## config.mk

```make
export PLATFORM = sky130hd
export DESIGN_NAME = spi_master
export DESIGN_NICKNAME = d
export VERILOG_FILES = /design/src/rtl/spi_pkg.sv /design/src/rtl/spi_tick_gen.sv /design/src/rtl/spi_master.sv
export SDC_FILE = /design/constraint.sdc
export NUM_CORES = 1
export LEC_CHECK = 0
export CAP_MARGIN = 20
export CORE_MARGIN = 4
export CORE_UTILIZATION = 40
export DETAILED_ROUTE_END_ITERATION = 10
export DONT_BUFFER_PORTS = 1
export GPL_TIMING_DRIVEN = 1
export PLACE_DENSITY_LB_ADDON = 0.1
export SYNTH_ARGS = -nofsm -noshare
export SYNTH_HDL_FRONTEND = slang
export SYNTH_SLANG_ARGS = --single-unit
```

## constraint.sdc

```tcl
create_clock -name clk -period 2.9 [get_ports clk]
set_input_delay 0.435 -clock clk [delete_from_list [all_inputs] [get_ports clk]]
set_output_delay 0.435 -clock clk [all_outputs]
set_load 0.005 [all_outputs]
```

## src/rtl/spi_pkg.sv

```systemverilog
// spi_pkg: shared command codes, frame geometry and FSM encoding for spi_master
package spi_pkg;
    localparam logic [7:0] SPI_CMD_WRITE = 8'h02;
    localparam logic [7:0] SPI_CMD_READ = 8'h03;
    localparam int SPI_FRAME_BITS = 32;
    localparam int SPI_DATA_BITS = 8;
    typedef enum logic [2:0] {IDLE, LEAD, HI, LO, TAIL, GAP} spi_state_t;
endpackage

```

## src/rtl/spi_tick_gen.sv

```systemverilog
// spi_tick_gen: CLK_DIV down-counter whose zero marks the last cycle of an FSM phase
module spi_tick_gen #(
    parameter int CLK_DIV = 2
) (
    input  logic clk,
    input  logic rst,
    input  logic load,
    output logic tick
);
    localparam int W = CLK_DIV > 1 ? $clog2(CLK_DIV) : 1;
    localparam logic [W-1:0] TOP = W'(CLK_DIV - 1);
    logic [W-1:0] cnt;
    always_ff @(posedge clk) cnt <= (rst || load) ? TOP : cnt - 1'b1;
    assign tick = cnt == '0;
endmodule

```

## src/rtl/spi_master.sv

```systemverilog
// spi_master: mode-0 SPI initiator running one-byte READ/WRITE frames to a 16-bit-address slave
module spi_master
    import spi_pkg::*;
#(
    parameter int CLK_DIV = 2
) (
    input  logic        clk,
    input  logic        rst,
    input  logic        start,
    input  logic        wr,
    input  logic [15:0] addr,
    input  logic [7:0]  wdata,
    output logic        busy,
    output logic        done,
    output logic [7:0]  rdata,
    output logic        csb,
    output logic        sck,
    output logic        si,
    input  logic        so
);
    localparam int BW = $clog2(SPI_FRAME_BITS);
    spi_state_t state, state_n;
    logic tick, load, accept, hi_entry, lo_entry, fin, active;
    logic [SPI_FRAME_BITS-1:0] frame, frame_ld;
    logic [BW-1:0] bit_cnt, bit_nxt;
    logic [SPI_DATA_BITS-1:0] rsh;
    logic is_rd;

    spi_tick_gen #(.CLK_DIV(CLK_DIV)) u_tick (.clk(clk), .rst(rst), .load(load), .tick(tick));

    always_comb begin
        state_n = state;
        case (state)
            IDLE:    state_n = start ? LEAD : IDLE;
            LEAD:    state_n = tick ? HI : LEAD;
            HI:      state_n = tick ? (bit_cnt == BW'(SPI_FRAME_BITS - 1) ? TAIL : LO) : HI;
            LO:      state_n = tick ? HI : LO;
            TAIL:    state_n = tick ? GAP : TAIL;
            GAP:     state_n = tick ? IDLE : GAP;
            default: state_n = IDLE;
        endcase
    end

    assign accept = state == IDLE && start;
    assign load = state == IDLE || tick;
    assign hi_entry = state_n == HI && state != HI;
    assign lo_entry = state == HI && state_n == LO;
    assign fin = state == GAP && tick;
    assign active = state_n inside {LEAD, HI, LO};
    // bit_cnt is preloaded to all-ones so the first HI entry wraps it to bit 0
    assign bit_nxt = bit_cnt + 1'b1;
    assign frame_ld = {wr ? SPI_CMD_WRITE : SPI_CMD_READ, addr, wr ? wdata : 8'h00};

    always_ff @(posedge clk) begin
        if (rst) begin
            state <= IDLE;
            frame <= '0;
            bit_cnt <= '0;
            rsh <= '0;
            is_rd <= 1'b0;
            rdata <= '0;
            csb <= 1'b1;
            sck <= 1'b0;
            si <= 1'b0;
            busy <= 1'b0;
            done <= 1'b0;
        end else begin
            state <= state_n;
            csb <= !(active || state_n == TAIL);
            sck <= state_n == HI;
            busy <= state_n != IDLE;
            done <= fin;
            si <= accept ? frame_ld[SPI_FRAME_BITS-1] : lo_entry ? frame[SPI_FRAME_BITS-2] : active && si;
            if (accept) begin
                frame <= frame_ld;
                is_rd <= !wr;
                bit_cnt <= '1;
            end
            if (lo_entry) frame <= frame << 1;
            if (hi_entry) bit_cnt <= bit_nxt;
            // so is captured on the edge that raises sck, only for the data byte of a READ
            if (hi_entry && is_rd && bit_nxt >= BW'(SPI_FRAME_BITS - SPI_DATA_BITS))
                rsh <= {rsh[SPI_DATA_BITS-2:0], so};
            if (fin && is_rd) rdata <= rsh;
        end
    end
endmodule

```

==> results of run 1 <==
-- per-layer routing --
| metal | share of wire (%) | vias to the layer above |
|---|---|---|
| met5 | 0 | - |
| met4 | 0.92 | 0 |
| met3 | 5.7 | 5 |
| met2 | 46 | 43 |
| met1 | 48 | 950 |
| li1 | - | 1039 |
-- worst paths after layout --
path / cells after the start / end / from / slack, ps
worst max-delay path: 8 / frame[5] / bit_cnt[0] / 620
worst min-delay path: 1 / state[2] / rst / 190
worst max register to register: 8 / frame[5] / bit_cnt[0] / 620
worst min register to register: 2 / frame[21] / frame[21] / 450
-- power by group --
group	internal, mW	switching [mW]	total, mW
sequential	0.895	0.0369	0.931
clock	0.339	0.298	0.637
combinational	0.0608	0.0779	0.139
-- layout make-up --
class | count | share of cell area, %
Clock buffer | 11 | 5.44
Sequential cell | 62 | 44.6
Clock inverter | 2 | 0.359
Tap cell | 77 | 3.46
Multi-Input combinational cell | 205 | 44.4
Timing Repair Buffer | 5 | 1.35
Inverter | 3 | 0.404
-- logic make-up after synthesis --
group / Yosys count
AND/OR/NAND/NOR: 99
adder cells (fa/ha/maj): 3
buffers and inverters: 25
flip-flops: 62
XOR/XNOR: 3
AO/OA/AOI/OAI: 92
multiplexers: 8
-- state kept, by name, summed over array words and instances (netlist names) --
register    cells
busy            1
is_rd           1
sck             1
state           3
rsh             8
u_tick.cnt      1
csb             1
bit_cnt         5
frame          31
done            1
rdata           8
si              1
-- stage by stage --
stage / util, % / power (mW)
after CTS: 44.1 / 1.74
after detailed placement: 41.6 / 1.09
after global routing: 44.1 / 1.80
final: 44.1 / 1.71
after floorplan: - / 1.07
after global placement: 41.6 / 1.09
-- cells in the final DEF, fill, tap and decap left out, drive strengths merged, types with 4 or more instances in the layout --
| master | count |
|---|---|
| nand2 | 26 |
| a22oi | 23 |
| clkbuf | 11 |
| mux2i | 8 |
| buf | 5 |
| o21ai | 12 |
| nor3 | 7 |
| nand2b | 4 |
| nor2 | 17 |
| and3 | 5 |
| nand3 | 24 |
| dfxtp | 62 |
| a21oi | 45 |
-- critical path: stages, from the launching register on --
cell,delay (ps)
dfxtp_1,350
ha_1,230
and3_1,180
ha_1,210
nor2_1,190
and2_1,580
buf_4,240
a22oi_1,80
a21oi_1,160
==> run_results.csv, run 1 <==
group,metric,value,unit
synth,yosysSeqAreaShare,47.9,%
clock_tree,tritoncts,"done",
timing,whs,193,ps
detailed_routing,wirelength,5560,um
synth,synthMuxAreaShare,3.09,%
cells_and_area,postLayoutCellArea,2790,um^2
critical_path,crit_required,3160,ps
floorplanning,core,6310,um^2
clock_tree,post_cts_buffers,0,
placement,dp_hpwl,3470,um
clock_tree,clkSinkCount,62,
detailed_routing,drt-initial-drc-count,96,
pwr,leakagePower,1.03,nW
timing,setup_slack,623,ps
synth,synth_compound_area_share,21.5,%
timing,fin_crit,2280,ps
detailed_routing,drc,0,
global_route,grtUsageTotal,15.2,%
synth,synthAdderAreaFrac,1.45,%
critical_path,worst-endpoint-arrival,2540,ps
clock_tree,cts_resized,0,
floorplanning,io_pins,42,
critical_path,crit_path_start_kind,"register",
global_route,grt_overflow_total,0,
floorplanning,rows,29,
synth,yosys-top-cells-count,"dfxtp_1 (62), a21oi_1 (44), nand2_1 (25)",
global_route,busiest_layer,"met2",
cells_and_area,nets,318,
cells_and_area,multi_input_area,1240,um^2
cells_and_area,nFillCells,670,
pwr,peakVddDrop,0.000338,V
detailed_routing,vias,2037,
detailed_routing,first_pass_iters,5,
synth,synth_top_family_by_area,"compound AO/OA/AOI/OAI gates",
placement,place_inst,352,
global_route,first_global_vias,1933,
placement,dpl_cell_area,2620,um^2
synth,ys_ff_latch,62,
placement,pre_cts_ws,593,ps
synth,synth_nets,324,
clock_tree,cts_root_buffer,"clkbuf_8",
cells_and_area,syn2layout_area_growth,7.48,%
cells_and_area,regArea,1240,um^2
synth,syn_inst,292,
synth,netlist_area,2590,um^2
cells_and_area,final_cells,365,
pwr,power_density,613,nW/um^2
synth,ys_types,40,
timing,max_freq,439,MHz
critical_path,critPathKind,"reg2reg",
timing,worst_pin_slew,736,ps
hold_path,min-delay-path-class,"in2reg",
detailed_routing,avgViaCountPerCell,5.58,
synth,yosys.area_share.simple,20.3,%
synth,synth_xor_area_share,1.01,%
placement,place_congestion,0.733,
synth,synth_edf_count,0,
floorplanning,die_h,88.5,um
global_route,grt_max_degree,60,
global_route,use_met2,23.5,%
timing,hold_violations,0,
synth,synth_most_common_cell,"dfxtp_1",
timing,fin_tns_setup,0,ps
cells_and_area,final_layout_size_suffix_gt1_share,9.38,%
global_route,antenna_found_initial,0,
clock_tree,numCtsBuffers,9,
detailed_routing,wl_per_cell,15.2,um
clock_tree,insertion_delay,320,ps
critical_path,path_max_fanout,18,
floorplanning,start_util,41.0,%
timing,fin_skew,4.03,ps
synth,netlist_top_cells_area,"dfxtp_1 (48%), a21oi_1 (8.5%), a22oi_1 (6.7%), nand3_1 (4.4%), nand2_1 (3.6%)",
synth,synth_warnings,0,
floorplanning,dieArea,7830,um^2
run_status,status,"complete, no violations",
clock_tree,clkTransAtPathRegs,60,ps
clock_tree,hold_buffers,0,
synth,synth_top_area_share,47.9,%
timing,rsz0062_at_grt,"no",
global_route,grt_pass1_wl,9290,um
clock_tree,cts_max_path_buffers,2,
timing,slew_violations,0,
detailed_routing,antenna_left,0,
cells_and_area,diodes,0,
synth,ys_async_sr_fraction,0,%
flow_run,cap_violations,0,
timing,setup_viol,0,
critical_path,end_kind,"register",
synth,avgSynthCellArea,8.87,um^2
floorplanning,die_width,88.5,um
synth,synth-main-ff-cell,"dfxtp_1",
timing,timing.final.crit_share,78.5,%
global_route,use_met1,19.3,%
clock_tree,htreeDepth,3,
global_route,grtUsageMet3,5.87,%
timing,max_slew_margin,51.0,%
synth,synth_largest_area_cell,"dfxtp_1",
placement,io_buffers,0,
Power figures use the tool's default switching activity.
==> run 2: changes to the inputs <==
==> constraint.sdc (replaced) <==
create_clock -name clk -period 2.3 [get_ports clk]
set_input_delay 0.345 -clock clk [delete_from_list [all_inputs] [get_ports clk]]
set_output_delay 0.345 -clock clk [all_outputs]
set_load 0.005 [all_outputs]
==> run 2 against run 1 <==
Final cell count rose by 1.1%. First-iteration DRC count fell by 17%. Final area rose by 1.2%. Critical endpoint is now frame[3]. Highest routed layer unchanged.
==> run_results.csv, run 2 (same netlist as run 1, synthesis figures left out) <==
group,metric,value,unit
run_status,status,"complete, no violations",
timing,timing.final.crit_share,89.9,%
timing,setup_viol,0,
floorplanning,die_h,88.5,um
global_route,first_global_vias,1935,
pwr,p_sw_share,25.9,%
pwr,leakagePower,1.03,nW
cells_and_area,final_layout_size_suffix_gt1_share,10.3,%
clock_tree,insertion_delay,340,ps
critical_path,crit_required,2570,ps
cells_and_area,final_cell_mix,"dfxtp_1 (62), a21oi_1 (44), nand2_1 (25)",
detailed_routing,first_pass_iters,4,
detailed_routing,vias,2031,
global_route,grt_max_degree,60,
cells_and_area,nFillCells,659,
critical_path,end_kind,"register",
pwr,peakVddDrop,0.000330,V
pwr,p_int,1.66,mW
clock_tree,htreeDepth,3,
pwr,clkPwrFrac,39.7,%
placement,io_buffers,0,
clock_tree,clkSinkCount,62,
clock_tree,numCtsBuffers,9,
detailed_routing,wirelength,5520,um
cells_and_area,largestRegisters,"frame (31), rdata (8), rsh (8)",
pwr,power_frac_comb,7.7,%
timing,slew_violations,0,
global_route,grt_overflow_total,0,
floorplanning,io_pins,42,
timing,fin_crit,2070,ps
cells_and_area,layout_commonest_cell,"dfxtp_1",
timing,rsz0062_at_grt,"no",
floorplanning,rows,29,
critical_path,slowest_delay,360,ps
critical_path,path_max_fanout,9,
placement,place_inst,353,
global_route,grtUsageTotal,15.4,%
clock_tree,cts_max_path_buffers,2,
timing,worst_pin_slew,738,ps
detailed_routing,wl_per_cell,15.0,um
floorplanning,core,6310,um^2
pwr,seqPwrFrac,52.6,%
placement,dp_hpwl,3570,um
placement,place_congestion,0.711,
critical_path,worst-endpoint-arrival,2340,ps
clock_tree,cts_resized,0,
pwr,power_density,794,nW/um^2
detailed_routing,avgViaCountPerCell,5.50,
critical_path,critPathBufInv,1,
timing,max_freq,484,MHz
cells_and_area,diodes,0,
critical_path,crit_path_start_kind,"register",
floorplanning,start_util,41.0,%
timing,fin_skew,6.25,ps
floorplanning,dieArea,7830,um^2
cells_and_area,final_cells,369,
timing,hold_violations,0,
flow_run,cap_violations,0,
timing,fin_tns_setup,0,ps
clock_tree,tritoncts,"done",
pwr,switchingPower,0.580,mW
critical_path,crit_family,"simple AND/OR/NAND/NOR gates",
detailed_routing,drt-initial-drc-count,80,
clock_tree,hold_buffers,0,
global_route,antenna_found_initial,0,
cells_and_area,nets,319,
detailed_routing,antenna_left,0,
critical_path,crit_chain,"ha_1, and3_1, ha_1, nor2_1, and2_1, buf_4, a22oi_1, a21oi_1",
critical_path,slowest_stage,"and2_1",
hold_path,min-delay-path-class,"in2reg",
cells_and_area,syn2layout_area_growth,8.74,%
floorplanning,die_width,88.5,um
clock_tree,clkTransAtPathRegs,70,ps
cells_and_area,final_util,44.6,%
critical_path,crit_path_frequent_cell,"ha_1",
critical_path,critPathKind,"reg2reg",
cells_and_area,largest_reg_flops,31,
global_route,grt_pass1_wl,9200,um
detailed_routing,drc,0,
clock_tree,post_cts_buffers,0,
timing,max_slew_margin,50.8,%
clock_tree,cts_root_buffer,"clkbuf_8",
cells_and_area,regMostFlops,"frame",
run 2: cell count changes in the layout (fill, tap and decap cells not counted), sizes merged:
cell | previous run | this run
buf | 5 | 6
clkinv | 2 | 1
clkbuf | 11 | 12
clkinvlp | 0 | 3
run 2: per-layer routing:
metal | vias to the layer above | GRT usage (%) | share of wire, %
met2 | 39 | 22.3 | 46
met1 | 945 | 20.5 | 49
met3 | 6 | 5.31 | 4.4
met4 | 0 | 7.01 | 1.2
met5 | - | 0 | 0
li1 | 1041 | - | -
run 2: worst reg2reg max path, stage by stage (launching register included):
cell     delay [ps]
dfxtp_1         350
ha_1            230
and3_1          190
ha_1            210
nor2_1          190
and2_1          360
buf_4           230
a22oi_1          90
a21oi_1         160
run 2: cell type report:
type                       instances  area (um^2)  share of cell area [%]
timing repair buffer               6         45.0                    1.60
tap                               77         96.3                    3.42
clock buffer                      12          155                    5.51
sequential                        62         1240                    44.0
multi-input combinational        205         1240                    43.9
clock inverter                     4         31.3                    1.11
inverter                           3         11.3                   0.400
run 2: power by group through the flow:
stage	Sequential (mW)	Clock, mW	Combinational [mW]
after floorplan	1.18	0	0.170
after global placement	1.20	0	0.173
after detailed placement	1.20	0	0.177
after CTS	1.18	0.917	0.177
after global routing	1.18	0.969	0.199
final	1.18	0.888	0.173
run 2: per-stage QoR:
stage	cell area (um^2)	power [mW]	hold slack, ps	setup slack (ps)
global placement	2630	1.37	423	270
global route	2820	2.35	42.5	9.16
floorplan	2590	1.35	432	397
finish	2820	2.24	67.5	232
detailed placement	2630	1.38	423	255
CTS	2820	2.27	47.8	218
run 2: path summary, 6_finish.rpt:
path / slack, ps / cells past startpoint / from / end
max: 230 / 8 / bit_cnt[0] / frame[3]
min: 70 / 1 / rst / bit_cnt[2]
max reg2reg: 230 / 8 / bit_cnt[0] / frame[3]
min reg2reg: 450 / 2 / frame[26] / frame[27]
==> run 3: changes to the inputs <==
--- a/config.mk
+++ b/config.mk
@@ -5,9 +5,11 @@
 export SDC_FILE = /design/constraint.sdc
 export NUM_CORES = 1
 export LEC_CHECK = 0
+export ABC_CLOCK_PERIOD_IN_PS = 2300
 export CAP_MARGIN = 20
 export CORE_MARGIN = 4
 export CORE_UTILIZATION = 40
+export CTS_BUF_LIST = sky130_fd_sc_hd__clkbuf_4 sky130_fd_sc_hd__clkbuf_8
 export DETAILED_ROUTE_END_ITERATION = 10
 export DONT_BUFFER_PORTS = 1
 export GPL_TIMING_DRIVEN = 1
==> run 3 against run 2 <==
Final area is 0.13% higher. Non-clock buffer count did not move. Worst setup slack is essentially flat. First-iteration DRC count down 6.3%. Clock skew hardly changed. Sequential power about the same. Final cell count did not move. Count of clock-buffer cells in the layout is the same.
==> run_results.csv, run 3 (same netlist as run 1, synthesis figures left out) <==
group,metric,value,unit
global_route,grt_overflow_total,0,
floorplanning,core,6310,um^2
critical_path,crit_path_start_kind,"register",
critical_path,path_max_fanout,9,
pwr,switchingPower,0.581,mW
timing,max_freq,484,MHz
clock_tree,cts_max_path_buffers,2,
critical_path,crit_path_end,"frame[3]",
critical_path,crit_path_frequent_cell,"ha_1",
global_route,grtUsageTotal,15.4,%
timing,fin_crit,2070,ps
cells_and_area,layout_commonest_cell,"dfxtp_1",
pwr,p_sw_share,25.8,%
pwr,seqPwrFrac,52.3,%
timing,slew_violations,0,
cells_and_area,nFillCells,658,
pwr,clkPwrFrac,40.0,%
placement,pre_cts_ws,255,ps
detailed_routing,wl_per_cell,15.0,um
timing,hold_violations,0,
clock_tree,numCtsBuffers,9,
placement,io_buffers,0,
timing,max_slew_margin,50.9,%
clock_tree,htreeDepth,3,
global_route,antenna_found_initial,0,
pwr,p_int,1.67,mW
timing,setup_viol,0,
cells_and_area,regMostFlops,"frame",
clock_tree,cts_root_buffer,"clkbuf_8",
pwr,power_frac_comb,7.7,%
timing,rsz0062_at_grt,"no",
critical_path,critPathBufInv,1,
clock_tree,insertion_delay,340,ps
clock_tree,clkTransAtPathRegs,70,ps
clock_tree,clkSinkCount,62,
cells_and_area,final_cell_mix,"dfxtp_1 (62), a21oi_1 (44), nand2_1 (25)",
placement,dp_hpwl,3570,um
critical_path,r2r_start,"bit_cnt[0]",
cells_and_area,largest_reg_flops,31,
cells_and_area,multi_input_area,1240,um^2
global_route,first_global_vias,1935,
placement,place_congestion,0.711,
flow_run,cap_violations,0,
run_status,status,"complete, no violations",
cells_and_area,final_layout_size_suffix_gt1_share,10.6,%
cells_and_area,nets,319,
critical_path,slowest_stage,"and2_1",
clock_tree,hold_buffers,0,
timing,worst_pin_slew,737,ps
critical_path,critPathKind,"reg2reg",
cells_and_area,regArea,1240,um^2
hold_path,min-delay-path-class,"in2reg",
critical_path,crit_required,2570,ps
timing,fin_skew,6.63,ps
floorplanning,die_width,88.5,um
floorplanning,die_h,88.5,um
timing,timing.final.crit_share,89.9,%
global_route,grt_max_degree,60,
pwr,power_density,798,nW/um^2
floorplanning,start_util,41.0,%
critical_path,slowest_delay,360,ps
pwr,leakagePower,1.03,nW
cells_and_area,syn2layout_area_growth,8.88,%
clock_tree,tritoncts,"done",
floorplanning,rows,29,
critical_path,worst-endpoint-arrival,2340,ps
detailed_routing,avgViaCountPerCell,5.50,
pwr,peakVddDrop,0.000330,V
detailed_routing,drt-initial-drc-count,75,
detailed_routing,antenna_left,0,
critical_path,worstSetupStartpoint,"bit_cnt[0]",
critical_path,r2r_slack,230,ps
timing,fin_tns_setup,0,ps
detailed_routing,first_pass_iters,4,
detailed_routing,wirelength,5520,um
critical_path,r2r_end,"frame[3]",
critical_path,crit_chain,"ha_1, and3_1, ha_1, nor2_1, and2_1, buf_4, a22oi_1, a21oi_1",
clock_tree,cts_resized,0,
critical_path,reg2regPathDepth,8,
detailed_routing,vias,2028,
cells_and_area,largestRegisters,"frame (31), rdata (8), rsh (8)",
critical_path,crit_family,"simple AND/OR/NAND/NOR gates",
detailed_routing,drc,0,
critical_path,cp_num_cells,8,
cells_and_area,diodes,0,
global_route,grt_pass1_wl,9200,um
critical_path,end_kind,"register",
floorplanning,dieArea,7830,um^2
timing,setup_slack,233,ps
clock_tree,post_cts_buffers,0,
floorplanning,io_pins,42,
## run 3: cell count changes in the layout (fill, tap and decap cells not counted)
cell / before / now
clkbuf_1: 1 / 0
clkbuf_4: 0 / 1
## run 3: worst register-to-register path: stages, from the launching register on
cell,delay (ps)
dfxtp_1,350
ha_1,230
and3_1,190
ha_1,210
nor2_1,190
and2_1,360
buf_4,220
a22oi_1,90
a21oi_1,160
## run 3: worst min-delay path by stage
stage / endpoint / startpoint / slack [ps] / cells after the start
6_report: bit_cnt[2] / rst / 70 / 1
5_1_grt: bit_cnt[2] / rst / 40 / 1
4_1_cts: rsh[7] / rst / 50 / 1
3_5_place_dp: rsh[5] / rst / 420 / 1
3_3_place_gp: rsh[6] / rst / 420 / 1
2_1_floorplan: frame[24] / frame[23] / 430 / 2
## run 3: final cells by class
type	instances	share of cell area, %
multi-input combinational	205	43.9
inverter	3	0.399
timing repair buffer	6	1.60
tap	77	3.41
clock inverter	4	1.11
sequential	62	44.0
clock buffer	12	5.63
## run 3: routing by layer
metal	vias to the layer above	track usage [%]	wire, um	part of all wire, %
met3	7	5.31	253	4.6
met1	942	20.5	2710	49
met4	0	7.01	65	1.2
met5	-	0	0	0
met2	41	22.3	2500	45
li1	1038	-	-	-
## run 3: through the flow
stage          area (um^2)  utilization (%)  instances  hold WS, ps  power [mW]
3_5_place_dp          2630             41.7        353          423        1.38
3_3_place_gp          2630             41.7        353          423        1.37
5_1_grt               2820             44.7        369         42.4        2.36
4_1_cts               2820             44.7        369         48.1        2.28
2_1_floorplan         2590                -        292          432        1.35
6_report              2820             44.7        369         66.1        2.25
## run 3: power by group through the flow
stage | Sequential, mW | Combinational [mW] | Clock (mW)
3_5_place_dp | 1.20 | 0.177 | 0
5_1_grt | 1.18 | 0.199 | 0.981
2_1_floorplan | 1.18 | 0.170 | 0
6_report | 1.18 | 0.173 | 0.901
3_3_place_gp | 1.20 | 0.173 | 0
4_1_cts | 1.18 | 0.177 | 0.930
